## src/rtl/nvdla_csb_target.sv

```systemverilog
// CSB responder: local register bank, sticky maskable interrupt status,
// one outstanding request at a time through an IDLE/EXEC/RESP sequence.
module nvdla_csb_target #(
  parameter logic [15:0] BASE_ADDR = 16'h0000,
  parameter int          N_REGS    = 8,
  parameter int          N_INTR    = 4
) (
  input  logic                   clk_i,
  input  logic                   rst_ni,
  input  logic                   clear_i,
  input  logic                   csb2nvdla_valid_i,
  output logic                   csb2nvdla_ready_o,
  input  logic [15:0]            csb2nvdla_addr_i,
  input  logic [31:0]            csb2nvdla_wdat_i,
  input  logic                   csb2nvdla_write_i,
  input  logic                   csb2nvdla_nposted_i,
  output logic                   nvdla2csb_valid_o,
  output logic [31:0]            nvdla2csb_data_o,
  output logic                   nvdla2csb_wr_complete_o,
  input  logic [N_INTR-1:0]      intr_set_i,
  output logic                   intr_o,
  output logic [N_REGS*32-1:0]   reg_o
);

  typedef enum logic [1:0] {IDLE, EXEC, RESP} state_t;

  state_t            state_q, state_d;
  logic [15:0]       addr_q;
  logic [31:0]       wdat_q;
  logic              write_q;
  logic              nposted_q;
  logic [31:0]       regs_q [N_REGS];
  logic [N_INTR-1:0] status_q;
  logic [N_INTR-1:0] mask_q;
  logic [N_INTR-1:0] w1c;
  logic [15:0]       err_q;
  logic [31:0]       rdata_q;
  logic [31:0]       rd;
  logic [15:0]       offset;
  logic              in_range;
  logic              exec;
  logic              we;
  logic              hit_stat;
  logic              hit_mask;
  logic              hit_err;

  // Address decode of the latched request
  always_comb begin
    offset   = addr_q - BASE_ADDR;
    in_range = (addr_q >= BASE_ADDR) && (offset < 16'(N_REGS + 3));
    exec     = (state_q == EXEC);
    we       = exec && write_q && in_range;
    hit_stat = (offset == 16'(N_REGS));
    hit_mask = (offset == 16'(N_REGS + 1));
    hit_err  = (offset == 16'(N_REGS + 2));
    w1c      = (we && hit_stat) ? wdat_q[N_INTR-1:0] : '0;
  end

  // Read data mux; out-of-range reads return zero
  always_comb begin
    rd = '0;
    if (in_range) begin
      for (int i = 0; i < N_REGS; i++)
        if (offset == 16'(i)) rd = regs_q[i];
      if (hit_stat) rd = 32'(status_q);
      if (hit_mask) rd = 32'(mask_q);
      if (hit_err)  rd = 32'(err_q);
    end
  end

  // Next-state logic; clear forces IDLE from any state
  always_comb begin
    state_d = state_q;
    case (state_q)
      IDLE:    if (csb2nvdla_valid_i) state_d = EXEC;
      EXEC:    state_d = RESP;
      RESP:    state_d = IDLE;
      default: state_d = IDLE;
    endcase
    if (clear_i) state_d = IDLE;
  end

  // State register
  always_ff @(posedge clk_i or negedge rst_ni) begin
    if (!rst_ni) state_q <= IDLE;
    else         state_q <= state_d;
  end

  // Request capture on the IDLE handshake
  always_ff @(posedge clk_i or negedge rst_ni) begin
    if (!rst_ni) begin
      addr_q    <= '0;
      wdat_q    <= '0;
      write_q   <= 1'b0;
      nposted_q <= 1'b0;
    end else if (clear_i) begin
      addr_q    <= '0;
      wdat_q    <= '0;
      write_q   <= 1'b0;
      nposted_q <= 1'b0;
    end else if (state_q == IDLE && csb2nvdla_valid_i) begin
      addr_q    <= csb2nvdla_addr_i;
      wdat_q    <= csb2nvdla_wdat_i;
      write_q   <= csb2nvdla_write_i;
      nposted_q <= csb2nvdla_nposted_i;
    end
  end

  // Register bank, read capture and error address updated in EXEC
  always_ff @(posedge clk_i or negedge rst_ni) begin
    if (!rst_ni) begin
      for (int i = 0; i < N_REGS; i++) regs_q[i] <= '0;
      mask_q  <= '0;
      err_q   <= '0;
      rdata_q <= '0;
    end else if (clear_i) begin
      for (int i = 0; i < N_REGS; i++) regs_q[i] <= '0;
      mask_q  <= '0;
      err_q   <= '0;
      rdata_q <= '0;
    end else begin
      for (int i = 0; i < N_REGS; i++)
        if (we && offset == 16'(i)) regs_q[i] <= wdat_q;
      if (we && hit_mask) mask_q <= wdat_q[N_INTR-1:0];
      if (exec && !in_range) err_q <= addr_q;
      if (exec && !write_q) rdata_q <= rd;
    end
  end

  // Sticky status: a same-cycle set overrides write-1-to-clear
  always_ff @(posedge clk_i or negedge rst_ni) begin
    if (!rst_ni)      status_q <= '0;
    else if (clear_i) status_q <= '0;
    else              status_q <= (status_q & ~w1c) | intr_set_i;
  end

  // Outputs
  always_comb begin
    csb2nvdla_ready_o       = (state_q == IDLE);
    nvdla2csb_valid_o       = (state_q == RESP) && !write_q;
    nvdla2csb_wr_complete_o = (state_q == RESP) && write_q && nposted_q;
    nvdla2csb_data_o        = rdata_q;
    intr_o                  = |(status_q & mask_q);
    for (int i = 0; i < N_REGS; i++) reg_o[i*32 +: 32] = regs_q[i];
  end

endmodule

```

## config.mk

```make
export PLATFORM = sky130hd
export DESIGN_NAME = nvdla_csb_target
export DESIGN_NICKNAME = d
export VERILOG_FILES = /design/src/rtl/nvdla_csb_target.sv
export SDC_FILE = /design/constraint.sdc
export NUM_CORES = 1
export LEC_CHECK = 0
export CORE_MARGIN = 2
export CORE_UTILIZATION = 46
export CTS_CLUSTER_SIZE = 10
export DETAILED_ROUTE_END_ITERATION = 12
export PLACE_DENSITY = 0.76
export SLEW_MARGIN = 20
export SYNTH_ARGS = -nofsm -noshare
export SYNTH_HDL_FRONTEND = slang
export SYNTH_SLANG_ARGS = --single-unit
```

## constraint.sdc

```tcl
create_clock -name clk_i -period 2.7 [get_ports clk_i]
set_input_delay 0.81 -clock clk_i [delete_from_list [all_inputs] [get_ports clk_i]]
set_output_delay 0.81 -clock clk_i [all_outputs]
set_load 0.02 [all_outputs]
```

== Word-level counts from Yosys, hierarchy flattened ==
Cells that the tools add are included.
Operators by class
  reduce and logical (&&, ||, !) cells: 36
  mux-type cells: 40
  equal/unequal tests: 13
  magnitude comparators: 2
  bitwise logic cells: 4
Operators by type and width (number)
  32-bit two-way mux: 24
  256-bit two-way mux: 1
  16-bit by 3-bit == test with 1-bit output (second input constant): 4
  16-bit two-way mux: 4
  16-bit by 4-bit == test with 1-bit output (second input constant): 3
  16-bit by 2-bit == test with 1-bit output (second input constant): 2
  2-bit nonzero test: 12
  1-bit logical AND: 19
  16-bit by 1-bit == test with 1-bit output (second input constant): 1
  16-bit by 1-bit greater-or-equal comparator with 1-bit output (second input constant): 1
  16-bit logical NOT: 1
  16-bit by 4-bit < comparator with 1-bit output (second input constant): 1
  4-bit two-way mux: 4
  4-bit bitwise AND: 2
  1-bit two-way mux: 4
  2-bit two-way mux: 2
  4-bit inverter: 1
  4-bit OR: 1
  2-bit one-hot mux with 2 select lines: 1
  4-bit OR reduction: 1
  3-bit != test (second input constant): 1
  2-bit by 1-bit == test with 1-bit output (second input constant): 1
  2-bit == test (second input constant): 1
  1-bit logical NOT: 2
  2-bit logical NOT: 1
Storage, ports and cells
  bits of input ports: 58
  register bits: 364

== Logic depth before layout (Yosys ltp) ==
Gate-level depths: netlist of the first run.
  depth in word-level cells: 15
  depth in mapped cells: 10

== Worst setup path after synthesis of the first run ==
OpenSTA, ideal clock, no wires.
  path kind: input-to-reg
  from: in clear_i
  to: reg rdata_q[17], in the netlist nvdla2csb_data_o[17]
  path slack: -0.094 ns
  stages on the path: 9
  data arrival time: 2.729 ns
  path through: clkbuf_1 > or4b_2 > clkbuf_1 > nor2_1 > and3_1 > clkbuf_1 > o221ai_1 > a21oi_1 > a211o_1
On the way
  cells in the longest elaborated chain, start to end: 1
  elaborated cells on any way between the ends: 2
  those cells by class: mux: 1; reduce/logical: 1
Ends and longest elaborated chain
  from (decl): RTL line 10  | input logic clear_i,
  32-bit two-way mux / 2-bit nonzero test (equally long branches)
  to (signal assigned): RTL line 126  | if (exec && !write_q) rdata_q <= rd;
  to (decl): RTL line 37  | logic [31:0] rdata_q;
Several ways; a longest one is shown, not always the timed one.
A chain may end at the register's enable or synchronous reset.

== Worst setup path in the final report of the first run ==
  from: reg state_q[0]
  to: out nvdla2csb_wr_complete_o
On the way
  cells in the longest elaborated chain, start to end: 3
Ends and longest elaborated chain
  from (decl): RTL line 27  | state_t state_q, state_d;
  from (signal assigned): RTL line 86  | else state_q <= state_d;
  2-bit == test: RTL line 141  | nvdla2csb_wr_complete_o = (state_q == RESP) && write_q && nposted_q;
  1-bit logical AND (2 in series): RTL line 141
  to (decl): RTL line 19  | output logic nvdla2csb_wr_complete_o,
No other way between the ends.

==> out/qor.csv, run 1 <==
stage,metric,value,unit
synthesis,synthesized area divided by synthesized cell count,9.11,um^2
grt,via count of the first global-routing pass,16500,
clocking,clock root cell,sky130_fd_sc_hd__clkbuf_16,
synthesis,Post-synth EDFFs,0,
timing,worst hold slack,0.240,ns
timing,number of failing setup endpoints in the final timing report,0,
clocking,later-pin clock latency in the skew report,0.56,ns
critical_path,Crit Path Class,reg2out,
timing,final worst clock skew,0.0389,ns
grt,maximum number of pins on one net before global-route repair,148,
timing,setup repair after global routing missed its margin,no,
placed_design,area of placed instances,21400,um^2
die,placement row count,69,
synthesis,Yosys warning count,0,
cells_and_area,synth-to-layout area growth,37.6,%
timing,highest clock frequency the design can meet,378,MHz
critical_path,kind of capture point of the worst setup path,output pin,
synthesis,"Seq/Total Area, Yosys",55.3,%
synthesis,most used flip-flop cell after synthesis,sky130_fd_sc_hd__dfrtp_1,
power,worst ir drop on vdd,0.484,mV
cells_and_area,most frequent cells in the layout,"sky130_fd_sc_hd__nand2_1, sky130_fd_sc_hd__dfrtp_1, sky130_fd_sc_hd__clkdlybuf4s50_1, sky130_fd_sc_hd__a21oi_1, sky130_fd_sc_hd__buf_4",
critical_path,critical-path cell with the highest stage delay,sky130_fd_sc_hd__clkdlybuf4s50_1,
grt,global-route congestion overflow total,0,
die,initial standard-cell utilization of the core,46.5,%
cells_and_area,non-filler cells in the finished layout,2658,
timing,final worst path period share,98.1,%
grt,number of antenna violations at the first check in global routing,1,
synthesis,"FFs w/ async S/R, synth",100,%
timing,hold violation total from the final report,0,
clocking,setup fix buffers added after clock tree synthesis,0,
grt,global-route wire length before repair,102000,um
die,count of boundary I/O pins,350,
critical_path,CP required,1.89,ns
cells_and_area,"commonest non-fill, non-tap cell in the layout",sky130_fd_sc_hd__nand2_1,
synthesis,Synth cell types,57,
cells_and_area,post-route cell area,22700,um^2
placed_design,HPWL after detailed placement,47600,um
critical_path,number of cells traversed by the worst register-to-register path,7,
clocking,"Reg clk slew, reported paths",0.05,ns
cells_and_area,fraction of final layout cells with drive strength greater than 1,11.2,%
detailed_routing,number of DRC markers in iteration 0,2195,
power,overall power of the completed layout,11.8,mW
synthesis,summed instance area of the synthesized netlist,16500,um^2
synthesis,net count after synthesis,1867,
detailed_routing,detailed-routing iteration count for the pre-antenna-repair pass,7,
placed_design,final weighted congestion in routability-driven placement,0.983,
critical_path,type of origin of the critical path,flip-flop,
grt,combined global-route utilization of all metal layers,35.4,%
status,status,"complete, no violations",
hold_path,class of the worst hold path,in2async,
critical_path,Worst Path Arrival,1.84,ns
cells_and_area,Layout Nets,2244,
timing,min Tclk post-route,2.65,ns
synthesis,Synth Register Bits,364,
detailed_routing,drt drc,0,
critical_path,Reg-to-Reg Start,addr_q[0]$_DFFE_PN0P_,
power,P_leak,9.19,nW
detailed_routing,Detailed Route WL,68100,um
cells_and_area,final antenna diode count,0,
power,P per Cell Area,521,nW/um^2
critical_path,maximum fanout count along the critical path,6,
detailed_routing,mean routed wirelength per cell,25.6,um
detailed_routing,detail-routed via count per cell,6.34,
clocking,CTS tree,done,
detailed_routing,Antenna Nets Post-Route,0,
clocking,clock buffers created by TritonCTS,43,
clocking,cts hold-fix bufs,0,
critical_path,endpoint of the most critical register-to-register path,nvdla2csb_data_o[25]$_DFFE_PN0P_,
clocking,clock sinks,364,
timing,measured slew at the worst slew-check pin,0.947,ns
critical_path,critical-path cell list,and4b_1 > clkdlybuf4s50_1,
timing,remaining max-slew budget at the tightest pin,36.9,%
die,core area,35400,um^2
critical_path,worst setup slack for register-to-register paths,0.05,ns
die,DIE AREA,37300,um^2
timing,final-report max-slew violation count,0,
die,die width,193,um
flow_run,total of max-cap violations,0,
placed_design,Port Buf Inserts,349,
clocking,Max Root-Sink Buffers,3,
detailed_routing,total number of vias,16900,
clocking,number of H-tree branching levels,2,
die,Die H,193,um
critical_path,delay contributed by the slowest stage of the critical path,0.60,ns
synthesis,cell count after synthesis,1809,
placed_design,placed cell count,2602,
-- power by group --
| group | switching, mW | leakage, nW | internal, mW | total (mW) |
|---|---|---|---|---|
| Clock | 2.21 | 0.586 | 2.99 | 5.20 |
| Sequential | 0.146 | 5.05 | 5.52 | 5.66 |
| Combinational | 0.596 | 3.56 | 0.351 | 0.947 |
-- final cells by class --
class / count / area [um^2]
repair buffers: 504 / 4990
fillers: 2861 / 12700
clock inverters: 5 / 90.1
well taps: 461 / 577
multi-input cells: 1271 / 6780
clock buffers: 51 / 1120
inverters: 2 / 7.51
flip-flops and latches: 364 / 9110
-- synthesized netlist by cell type (all sizes together), types with 3 or more instances --
cell / number / area share, %
nand2: 548 / 12
dfrtp: 364 / 55
a21oi: 300 / 9.1
clkbuf: 147 / 3.3
a22o: 70 / 3.7
nor2: 58 / 1.3
nor3: 35 / 1.1
a221oi: 34 / 1.8
o21ai: 33 / 1.0
buf: 25 / 0.74
a22oi: 21 / 0.96
o221ai: 20 / 1.1
mux2i: 16 / 0.97
a222oi: 13 / 0.79
a211o: 12 / 0.64
nor4: 12 / 0.74
nand3: 9 / 0.27
a221o: 8 / 0.49
nor2b: 8 / 0.30
nand4: 7 / 0.30
nand2b: 5 / 0.19
or2: 5 / 0.19
or4: 5 / 0.23
a31oi: 4 / 0.15
mux2: 4 / 0.27
o22ai: 4 / 0.15
a21boi: 3 / 0.14
mux4: 3 / 0.41
o211ai: 3 / 0.14
o21bai: 3 / 0.14
-- logic make-up after synthesis --
family                 count (synthesis)  share of synthesized area [%]
buffers and inverters                174                           4.14
multiplexers                          23                           1.66
flip-flops                           364                           55.3
AND/OR/NAND/NOR                      706                           17.9
AO/OA/AOI/OAI                        542                           21.0
-- critical path: cells and delay by family, from the launching register on --
| family | cells | cell delay, ns |
|---|---|---|
| buffers and inverters | 1 | 0.60 |
| and+or+nand+nor | 1 | 0.27 |
| DFF | 1 | 0.44 |
-- sequential cells by signal, summed over array words and instances (netlist names) --
signal	cells
reg_o	256
nvdla2csb_data_o	32
wdat_q	32
addr_q	16
err_q	16
mask_q	4
status_q	4
state_q	2
nposted_q	1
write_q	1
-- worst max-delay path by stage --
stage                                 from                          endpoint  cells past startpoint
floorplan                          clear_i  nvdla2csb_data_o[25]$_DFFE_PN0P_                      9
global placement                   clear_i   nvdla2csb_data_o[3]$_DFFE_PN0P_                      8
detailed placement                 clear_i   nvdla2csb_data_o[3]$_DFFE_PN0P_                      8
CTS                  addr_q[7]$_DFFE_PN0P_            reg_o[223]$_DFFE_PN0P_                      9
global route        state_q[0]$_DFFE_PN0P_           nvdla2csb_wr_complete_o                      2
finish              state_q[0]$_DFFE_PN0P_           nvdla2csb_wr_complete_o                      2
-- per-stage QoR --
stage | util (%) | setup TNS, ns | setup WS [ns]
3_5_place_dp | 60.6 | -0.0196 | -0.0151
2_1_floorplan | - | 0 | 0.0178
5_1_grt | 64.0 | 0 | 0.00100
3_3_place_gp | 60.6 | 0 | 0.0630
6_report | 64.0 | 0 | 0.0517
4_1_cts | 64.0 | 0 | 0.0194
-- layer usage --
metal  wire length (um)  part of all wire, %  global-route usage, %  vias to the layer above
met3               7820                   11                   7.08                      269
met2              29900                   44                   52.9                     1294
met1              26400                   39                   49.1                     8217
met5                 13                0.019                      0                        -
li1                   -                    -                      -                     7074
met4               3990                  5.9                   18.5                        2
-- repair_timing --
item                       CTS  global route
pin swaps                    0             1
resized for setup            4             7
setup endpoints to repair    4            53
(Power assumes the default switching activity.)
==> run 2, diff against run 1 <==
- ABC_AREA: not set -> 1
- CORE_UTILIZATION: 46 -> 48
- CTS_BUF_LIST: not set -> sky130_fd_sc_hd__clkbuf_8
- PLACE_DENSITY: 0.76 -> 0.79
==> out/qor.csv, run 2 <==
stage,metric,value,unit,change
critical_path,maximum fanout count along the critical path,3,,was 6
die,die width,188,um,was 193 um
synthesis,summed instance area of the synthesized netlist,16200,um^2,was 16500 um^2
synthesis,Synth Register Bits,364,,unchanged
critical_path,CP required,1.89,ns,about the same
grt,met3 layer usage reported by global route,7.52,%,was 7.08%
placed_design,final weighted congestion in routability-driven placement,0.927,,was 0.983
detailed_routing,detail-routed via count per cell,5.40,,was 6.34
timing,worst hold slack,0.148,ns,was 0.240 ns
cells_and_area,final antenna diode count,0,,unchanged
detailed_routing,Antenna Nets Post-Route,0,,unchanged
clocking,number of H-tree branching levels,2,,unchanged
critical_path,critical path startpoint,mask_q[3]$_DFFE_PN0P_,,was state_q[0]$_DFFE_PN0P_
synthesis,net count after synthesis,2038,,was 1867
timing,sum of negative setup slack,0,ns,unchanged
power,worst ir drop on vdd,0.449,mV,was 0.484 mV
flow_run,total of max-cap violations,0,,unchanged
synthesis,Yosys warning count,0,,unchanged
timing,slack of the critical path,0.0516,ns,was 0.0517 ns
die,core area,33400,um^2,was 35400 um^2
power,overall power of the completed layout,12.8,mW,was 11.8 mW
grt,global-route met2 utilization,54.4,%,was 52.9%
timing,final-report max-slew violation count,0,,unchanged
hold_path,class of the worst hold path,in2async,,unchanged
power,P per Cell Area,587,nW/um^2,was 521 nW/um^2
grt,maximum number of pins on one net before global-route repair,72,,was 148
die,count of boundary I/O pins,350,,unchanged
detailed_routing,Detailed Route WL,57400,um,was 68100 um
cells_and_area,Layout fillers,2849,,was 2861
critical_path,Worst Path Arrival,1.84,ns,about the same
cells_and_area,"commonest non-fill, non-tap cell in the layout",sky130_fd_sc_hd__nand2_1,,unchanged
timing,hold violation total from the final report,0,,unchanged
cells_and_area,synth-to-layout area growth,35.1,%,was 37.6%
clocking,Max Root-Sink Buffers,3,,unchanged
timing,final worst path period share,98.1,%,about the same
die,placement row count,67,,was 69
timing,min Tclk post-route,2.65,ns,about the same
timing,setup repair after global routing missed its margin,no,,unchanged
placed_design,HPWL after detailed placement,42100,um,was 47600 um
timing,number of failing setup endpoints in the final timing report,0,,unchanged
grt,via count of the first global-routing pass,15000,,was 16500
synthesis,most frequently used cell type in the post-synthesis netlist,sky130_fd_sc_hd__nand2_1,,unchanged
synthesis,Post-synth EDFFs,0,,unchanged
die,Die H,188,um,was 193 um
grt,combined global-route utilization of all metal layers,31.9,%,was 35.4%
synthesis,cell count after synthesis,1980,,was 1809
clocking,clock sinks,364,,unchanged
timing,highest clock frequency the design can meet,378,MHz,about the same
critical_path,worst setup slack for register-to-register paths,0.24,ns,was 0.05 ns
timing,measured slew at the worst slew-check pin,0.590,ns,was 0.947 ns
placed_design,Setup Slack @ Placement,0.0419,ns,was -0.0151 ns
grt,global-route congestion overflow total,0,,unchanged
synthesis,"Seq/Total Area, Yosys",56.3,%,was 55.3%
clocking,clock buffers created by TritonCTS,59,,was 43
synthesis,most used standard cells in the synthesized netlist,"sky130_fd_sc_hd__nand2_1, sky130_fd_sc_hd__dfrtp_1, sky130_fd_sc_hd__inv_1",,"was sky130_fd_sc_hd__nand2_1, sky130_fd_sc_hd__dfrtp_1, sky130_fd_sc_hd__a21oi_1"
detailed_routing,number of DRC markers in iteration 0,1195,,was 2195
placed_design,Port Buf Inserts,349,,unchanged
status,status,"complete, no violations",,unchanged
cells_and_area,most frequent cells in the layout,"sky130_fd_sc_hd__nand2_1, sky130_fd_sc_hd__dfrtp_1, sky130_fd_sc_hd__clkdlybuf4s50_1, sky130_fd_sc_hd__inv_1, sky130_fd_sc_hd__o21ai_0",,"was sky130_fd_sc_hd__nand2_1, sky130_fd_sc_hd__dfrtp_1, sky130_fd_sc_hd__clkdlybuf4s50_1, sky130_fd_sc_hd__a21oi_1, sky130_fd_sc_hd__buf_4"
detailed_routing,mean routed wirelength per cell,20.1,um,was 25.6 um
clocking,CTS tree,done,,unchanged
grt,number of antenna violations at the first check in global routing,0,,was 1
synthesis,biggest area consumer among synthesized cells,sky130_fd_sc_hd__dfrtp_1,,unchanged
clocking,"Reg clk slew, reported paths",0.07,ns,was 0.05 ns
synthesis,synthesized area divided by synthesized cell count,8.18,um^2,was 9.11 um^2
cells_and_area,Layout Nets,2424,,was 2244
cells_and_area,fraction of final layout cells with drive strength greater than 1,8.15,%,was 11.2%
grt,global-route wire length before repair,86400,um,was 102000 um
cells_and_area,max FFs per register,256,,unchanged
critical_path,Reg-to-Reg Start,addr_q[7]$_DFFE_PN0P_,,was addr_q[0]$_DFFE_PN0P_
synthesis,most used flip-flop cell after synthesis,sky130_fd_sc_hd__dfrtp_1,,unchanged
clocking,cts hold-fix bufs,0,,unchanged
cells_and_area,post-route cell area,21900,um^2,was 22700 um^2
detailed_routing,drt drc,0,,unchanged
die,initial standard-cell utilization of the core,48.5,%,was 46.5%
die,DIE AREA,35200,um^2,was 37300 um^2
synthesis,Synth cell types,34,,was 57
detailed_routing,detailed-routing iteration count for the pre-antenna-repair pass,7,,unchanged
detailed_routing,total number of vias,15400,,was 16900
critical_path,kind of capture point of the worst setup path,output pin,,unchanged
grt,met1 usage,39.0,%,was 49.1%
critical_path,Crit Path Class,reg2out,,unchanged
timing,final worst clock skew,0.0358,ns,was 0.0389 ns
power,P_leak,10.0,nW,was 9.19 nW
timing,remaining max-slew budget at the tightest pin,60.5,%,was 36.9%
synthesis,"FFs w/ async S/R, synth",100,%,unchanged
clocking,clock root cell,sky130_fd_sc_hd__clkbuf_8,,was sky130_fd_sc_hd__clkbuf_16
clocking,later-pin clock latency in the skew report,0.62,ns,was 0.56 ns
synthesis,area share of the largest cell type after synthesis,56.3,%,was 55.3%
synthesis,largest cells by area after synthesis,"sky130_fd_sc_hd__dfrtp_1, sky130_fd_sc_hd__nand2_1, sky130_fd_sc_hd__o21ai_0",,"was sky130_fd_sc_hd__dfrtp_1, sky130_fd_sc_hd__nand2_1, sky130_fd_sc_hd__a21oi_1"
critical_path,type of origin of the critical path,flip-flop,,unchanged
placed_design,area of placed instances,20600,um^2,was 21400 um^2
grt,most used routing layer in global routing,met2,,unchanged
## run 2: logic make-up (layout without fill, tap and decap cells)
| group | after synthesis | after routing | share of synthesized area [%] |
|---|---|---|---|
| DFF | 364 | 364 | 56.3 |
| and+or+nand+nor | 847 | 847 | 21.2 |
| AOI/OAI and AO/OA | 440 | 440 | 14.4 |
| buffers and inverters | 329 | 755 | 8.15 |
## run 2: what timing repair did
action,in CTS,in global routing
gates resized for setup,2,1
setup buffers,0,0
setup endpoints to repair,2,1
## run 2: report_power, final
group	internal, mW	switching [mW]
Combinational	0.675	1.14
Clock	2.88	2.22
Sequential	5.71	0.213
## run 2: worst max-delay path, cell delays in order, from the launching register on
cell and delay (ns):
sky130_fd_sc_hd__dfrtp_1 0.36, sky130_fd_sc_hd__inv_1 0.10, sky130_fd_sc_hd__o21ai_0 0.13, sky130_fd_sc_hd__a21oi_1 0.13
sky130_fd_sc_hd__o21ai_0 0.16, sky130_fd_sc_hd__dlygate4sd2_1 0.36
## run 2: cell type report
type,count,area (um^2),area share (%)
well taps,448,561,2.56
clock buffers,76,1050,4.78
multi-input cells,1287,5770,26.4
repair buffers,425,4320,19.7
flip-flops and latches,364,9110,41.6
inverters,229,862,3.94
clock inverters,25,213,0.972
## run 2: path summary, 6_finish.rpt
check                                                   endpoint  cells after the start
worst min-delay path                      reg_o[188]$_DFFE_PN0P_                      1
min in group clk_i              nvdla2csb_data_o[11]$_DFFE_PN0P_                      2
worst max register to register            reg_o[117]$_DFFE_PN0P_                     13
worst min register to register  nvdla2csb_data_o[11]$_DFFE_PN0P_                      2
worst max-delay path                                      intr_o                      5
max in group asynchronous                  reg_o[12]$_DFFE_PN0P_                      3
## run 2: metal layers
layer,up-vias,part of all wire [%]
li1,7088,-
met1,7429,38
met2,742,49
met3,150,8.8
met4,0,4.5
met5,-,0
## run 2: per-stage QoR
stage	instances	util, %
after floorplan	1980	-
after global placement	2752	61.7
after detailed placement	2752	61.7
after CTS	2853	65.5
after global routing	2854	65.6
final	2854	65.6
==> run 3, diff against run 2 <==
- SETUP_SLACK_MARGIN: not set -> 0.5
==> out/qor.csv, run 3 (synthesis gave the netlist of run 2 again) <==
stage,metric,value,unit,change
status,status,"complete, no violations",,unchanged
cells_and_area,final antenna diode count,0,,unchanged
grt,global-route congestion overflow total,0,,unchanged
power,worst ir drop on vdd,0.457,mV,was 0.449 mV
critical_path,Worst Path Arrival,2.99,ns,was 1.84 ns
detailed_routing,mean routed wirelength per cell,23.0,um,was 20.1 um
detailed_routing,drt drc,0,,unchanged
timing,sum of negative setup slack,0,ns,unchanged
cells_and_area,synth-to-layout area growth,49.0,%,was 35.1%
die,DIE AREA,35200,um^2,unchanged
hold_path,class of the worst hold path,in2async,,unchanged
grt,maximum number of pins on one net before global-route repair,71,,was 72
placed_design,Port Buf Inserts,349,,unchanged
timing,final worst clock skew,0.0342,ns,was 0.0358 ns
die,die width,188,um,unchanged
cells_and_area,Multi-input gate area,6520,um^2,was 5770 um^2
clocking,clock buffers created by TritonCTS,58,,was 59
clocking,clock root cell,sky130_fd_sc_hd__clkbuf_8,,unchanged
cells_and_area,max FFs per register,256,,unchanged
die,initial standard-cell utilization of the core,48.5,%,unchanged
critical_path,crit-path most repeated cell,sky130_fd_sc_hd__nand2_4,,was sky130_fd_sc_hd__o21ai_0
clocking,"Reg clk slew, reported paths",0.07,ns,about the same
timing,number of failing setup endpoints in the final timing report,0,,unchanged
detailed_routing,number of DRC markers in iteration 0,1509,,was 1195
timing,remaining max-slew budget at the tightest pin,54.7,%,was 60.5%
detailed_routing,Antenna Nets Post-Route,0,,unchanged
critical_path,CP required,3.25,ns,was 1.89 ns
grt,combined global-route utilization of all metal layers,36.5,%,was 31.9%
placed_design,final weighted congestion in routability-driven placement,0.969,,was 0.927
clocking,Max Root-Sink Buffers,3,,unchanged
die,core area,33400,um^2,unchanged
timing,setup repair after global routing missed its margin,yes,,was no
cells_and_area,area of all sequential standard cells,9110,um^2,about the same
cells_and_area,Layout Nets,2509,,was 2424
critical_path,critical-path cell with the highest stage delay,sky130_fd_sc_hd__dfrtp_1,,unchanged
power,P_leak,12.4,nW,was 10.0 nW
detailed_routing,detailed-routing iteration count for the pre-antenna-repair pass,6,,was 7
flow_run,total of max-cap violations,0,,unchanged
critical_path,endpoint of the most critical register-to-register path,reg_o[113]$_DFFE_PN0P_,,was reg_o[117]$_DFFE_PN0P_
critical_path,delay contributed by the slowest stage of the critical path,0.39,ns,was 0.36 ns
placed_design,HPWL after detailed placement,42700,um,was 42100 um
timing,measured slew at the worst slew-check pin,0.677,ns,was 0.590 ns
critical_path,worst setup slack for register-to-register paths,0.26,ns,was 0.24 ns
critical_path,kind of capture point of the worst setup path,flip-flop,,was output pin
die,count of boundary I/O pins,350,,unchanged
timing,highest clock frequency the design can meet,409,MHz,was 378 MHz
critical_path,Reg-to-Reg Start,addr_q[8]$_DFFE_PN0P_,,was addr_q[7]$_DFFE_PN0P_
cells_and_area,post-route core utilization,72.3,%,was 65.6%
cells_and_area,Layout fillers,2499,,was 2849
critical_path,maximum fanout count along the critical path,11,,was 3
timing,worst hold slack,0.135,ns,was 0.148 ns
die,Die H,188,um,unchanged
timing,min Tclk post-route,2.44,ns,was 2.65 ns
detailed_routing,detail-routed via count per cell,5.74,,was 5.40
power,P per Cell Area,550,nW/um^2,was 587 nW/um^2
detailed_routing,Detailed Route WL,67600,um,was 57400 um
die,placement row count,67,,unchanged
clocking,clock sinks,364,,unchanged
cells_and_area,most frequent cells in the layout,"sky130_fd_sc_hd__nand2_1, sky130_fd_sc_hd__dfrtp_1, sky130_fd_sc_hd__dlygate4sd2_1, sky130_fd_sc_hd__inv_1, sky130_fd_sc_hd__o21ai_1",,"was sky130_fd_sc_hd__nand2_1, sky130_fd_sc_hd__dfrtp_1, sky130_fd_sc_hd__clkdlybuf4s50_1, sky130_fd_sc_hd__inv_1, sky130_fd_sc_hd__o21ai_0"
timing,hold violation total from the final report,0,,unchanged
clocking,cts hold-fix bufs,0,,unchanged
timing,final worst path period share,90.5,%,was 98.1%
clocking,CTS tree,done,,unchanged
grt,number of antenna violations at the first check in global routing,3,,was 0
timing,final-report max-slew violation count,0,,unchanged
grt,via count of the first global-routing pass,16600,,was 15000
critical_path,critical-path cell list,nor2_2 > nand2_1 > nor2_4 > buf_6 > nand2_4 > nor2_4 > inv_4 > buf_8 > buf_12 > nor3_4 > buf_6 > nand2_4 > nand2_4 > inv_8 > buf_12 > buf_16 > o21ai_2,,was inv_1 > o21ai_0 > a21oi_1 > o21ai_0 > dlygate4sd2_1
cells_and_area,"commonest non-fill, non-tap cell in the layout",sky130_fd_sc_hd__nand2_1,,unchanged
grt,global-route wire length before repair,97700,um,was 86400 um
clocking,later-pin clock latency in the skew report,0.63,ns,was 0.62 ns
critical_path,type of origin of the critical path,flip-flop,,unchanged
clocking,number of H-tree branching levels,2,,unchanged
detailed_routing,total number of vias,16900,,was 15400
critical_path,number of cells traversed by the worst register-to-register path,17,,was 13
cells_and_area,fraction of final layout cells with drive strength greater than 1,19.2,%,was 8.15%
critical_path,Crit Path Class,reg2reg,,was reg2out
-- run 3: layout make-up --
class	count	area share, %
timing repair buffer	511	23.8
clock buffer	80	4.57
tap	448	2.32
inverter	229	3.86
multi-input combinational	1287	27.0
sequential	364	37.8
clock inverter	24	0.669
-- run 3: per-layer routing --
metal	up-vias	share of wire (%)	track usage [%]
met5	-	0.038	0
met4	4	6.7	20.1
met3	317	12	9.45
met2	1193	46	59.6
met1	8092	35	44.4
li1	7301	-	-
-- run 3: report_power, final --
part | internal, mW | switching, mW
combinational | 0.869 | 1.37
sequential | 5.71 | 0.232
clock | 2.82 | 2.28
-- run 3: critical path: cells and delay by family (launching register included) --
family	cells	cell delay, ns
AOI/OAI and AO/OA	1	0.16
buffers and inverters	8	0.92
DFF	1	0.39
and+or+nand+nor	8	0.88
-- run 3: stage by stage --
step                setup slack, ns  cells  power (mW)  area, um^2
floorplan                     0.605   1980        6.79       16200
global placement              0.265   2749        7.77       20600
detailed placement            0.188   2749        7.80       20600
CTS                           0.238   2918        13.0       23200
global route                  0.190   2943        13.7       24100
finish                        0.257   2943        13.3       24100
-- run 3: how the worst max path moves through the flow --
stage                      startpoint                              end  slack (ns)  depth (start not counted)
4_1_cts         mask_q[3]$_DFFE_PN0P_                           intr_o        0.24                          5
2_1_floorplan                 clear_i           reg_o[156]$_DFFE_PN0P_        0.60                          6
3_5_place_dp   addr_q[13]$_DFFE_PN0P_            reg_o[83]$_DFFE_PN0P_        0.19                         10
5_1_grt        addr_q[12]$_DFFE_PN0P_            reg_o[18]$_DFFE_PN0P_        0.19                         18
6_report        addr_q[8]$_DFFE_PN0P_           reg_o[113]$_DFFE_PN0P_        0.26                         17
3_3_place_gp                  clear_i  nvdla2csb_data_o[2]$_DFFE_PN0P_        0.26                          8
-- run 3: repair_timing --
item / in CTS / in global routing
cloned: 26 / 11
buffers inserted: 39 / 14
gates resized for setup: 548 / 210
setup endpoints to repair: 563 / 398
pin swaps: 16 / 16
==> patch (settings of run 1) <==
Register the output `intr_o`, without a reset; this adds one clock of latency there. The other outputs are not delayed to match.
--- a/src/rtl/nvdla_csb_target.sv
+++ b/src/rtl/nvdla_csb_target.sv
@@ -23,6 +23,8 @@
 );
 
   typedef enum logic [1:0] {IDLE, EXEC, RESP} state_t;
+
+  logic intr_d;
 
   state_t            state_q, state_d;
   logic [15:0]       addr_q;
@@ -140,8 +142,12 @@
     nvdla2csb_valid_o       = (state_q == RESP) && !write_q;
     nvdla2csb_wr_complete_o = (state_q == RESP) && write_q && nposted_q;
     nvdla2csb_data_o        = rdata_q;
-    intr_o                  = |(status_q & mask_q);
+    intr_d                  = |(status_q & mask_q);
     for (int i = 0; i < N_REGS; i++) reg_o[i*32 +: 32] = regs_q[i];
+  end
+
+  always_ff @(posedge clk_i) begin
+    intr_o <= intr_d;
   end
 
 endmodule
Function: changed (Yosys sat finds a counterexample within 4 cycles, from zero or initial values and one cycle with rst_ni low).
==> patch against run 1 <==
  * Die area is 0.12% higher
  * Final area shrank 0.90%
  * Worst hold slack lost 0.029 ns
  * Area after synthesis up 0.12%
  * Sequential cell count rose by 1
  * Critical path depth unchanged
  * Count of clock-buffer cells in the layout increased by 2
  * Critical path type unchanged
  * Sequential power hardly changed
  * Clock power decreased by 4.0%
  * Total power shrank 1.9%
  * Wire length is 1.8% lower
  * Setup slack worse by 0.023 ns
==> patch: results (changes against run 1) <==
[pwr]
power_frac_clock_pct=43.1  ; -0.9 points
irDropWorstVdd_mv=0.445  ; -7.9%
power_frac_seq_pct=49.0  ; +1.1 points
switchingPower_mw=2.85  ; -3.3%
p_leak_nw=9.06  ; -1.5%

[status]
outcome=complete, no violations

[synth]
synth-compound-area-share_pct=21.0  ; -0.025 points
syn-instance-count=1810  ; +0.055%
synthesis.nets=1868  ; +0.054%
synth_seq_area_share_pct=55.3  ; about the same
synthMuxAreaShare_pct=1.65  ; -0.0020 points
async_reset_ff_share_pct=99.7  ; -0.27 points
synth.distinct_cells=58  ; +1.8%
synth_area_leaders=dfrtp_1 (55%), nand2_1 (12%), a21oi_1 (9.1%), a22o_1 (3.7%), clkbuf_1 (3.3%)

[grt]
antenna_found_initial=0  ; -1
grt_pass1_wl_um=102000  ; -0.52%

[detailed_routing]
drtPass1Iterations=6  ; -1
routed.top_layer=met4
met1Wirelength_um=26500  ; +0.50%
wl_met2_um=29700  ; -0.56%
routedWlPerCell_um=25.3  ; -1.2%
vias=16402  ; -2.7%
vias_per_cell=6.21  ; -2.1%

[critical_path]
rrSetupSlack_ns=0.08  ; +0.03 ns
r2r_start=addr_q[2]$_DFFE_PN0P_
crit_start=write_q$_DFFE_PN0P_
worst_r2r_endpoint=nvdla2csb_data_o[24]$_DFFE_PN0P_
reg2regPathDepth=8  ; +1

[sta]
fmax_mhz=374  ; -0.87%
slew_headroom_pct=36.7  ; -0.15 points
fin_skew_ns=0.0126  ; -0.0263 ns

[place]
placedCellCount=2588  ; -0.54%
gp_congestion=0.956  ; -2.8%
hpwl_um=47200  ; -0.92%

[clock_network]
cts_inserted_buffers=42  ; -2.3%

[cells_and_area]
fill_cells=2880  ; +0.66%
drive_gt1_share_pct=10.5  ; -0.74 points

[patch: cell count changes in the layout (fill, tap and decap cells not counted), moves of 2 or more]
cell | run 1 | this run
buf_4 | 129 | 117
buf_12 | 25 | 23
clkbuf_1 | 7 | 9
clkdlybuf4s50_1 | 344 | 346
dlymetal6s2s_1 | 2 | 0
[patch: layout make-up]
class	count	share of cell area (%)
sequential	365	40.6
multi-input combinational	1271	30.2
inverter	2	0.0334
clock buffer	53	5.00
clock inverter	1	0.0390
tap	461	2.57
timing repair buffer	489	21.5
[patch: worst max-delay path: cells and delay by family, from the launching register on]
kind                   cells  cell delay, ns
flip-flops                 1            0.50
AND/OR/NAND/NOR            1            0.23
buffers and inverters      1            0.60
[patch: logic make-up (layout without fill, tap and decap cells)]
logic type	Yosys count	in the layout
buffers and inverters	174	545
AOI/OAI and AO/OA	542	542
muxes	23	23
and+or+nand+nor	706	706
DFF	365	365
[patch: worst max-delay path by stage]
stage / to / cells past startpoint
floorplan: nvdla2csb_data_o[25]$_DFFE_PN0P_ / 9
global placement: nvdla2csb_data_o[22]$_DFFE_PN0P_ / 8
global route: reg_o[204]$_DFFE_PN0P_ / 10
finish: nvdla2csb_wr_complete_o / 2
CTS: reg_o[190]$_DFFE_PN0P_ / 8
detailed placement: nvdla2csb_data_o[17]$_DFFE_PN0P_ / 8
[patch: stage by stage]
step / cell area [sq um] / util (%) / hold slack (ns) / power (mW)
2_1_floorplan: 16500 / - / 0.459 / 6.09
3_3_place_gp: 21300 / 60.1 / 0.482 / 6.64
3_5_place_dp: 21300 / 60.1 / 0.479 / 6.65
4_1_cts: 22400 / 63.3 / 0.215 / 11.6
5_1_grt: 22500 / 63.3 / 0.235 / 11.9
6_report: 22500 / 63.3 / 0.211 / 11.6
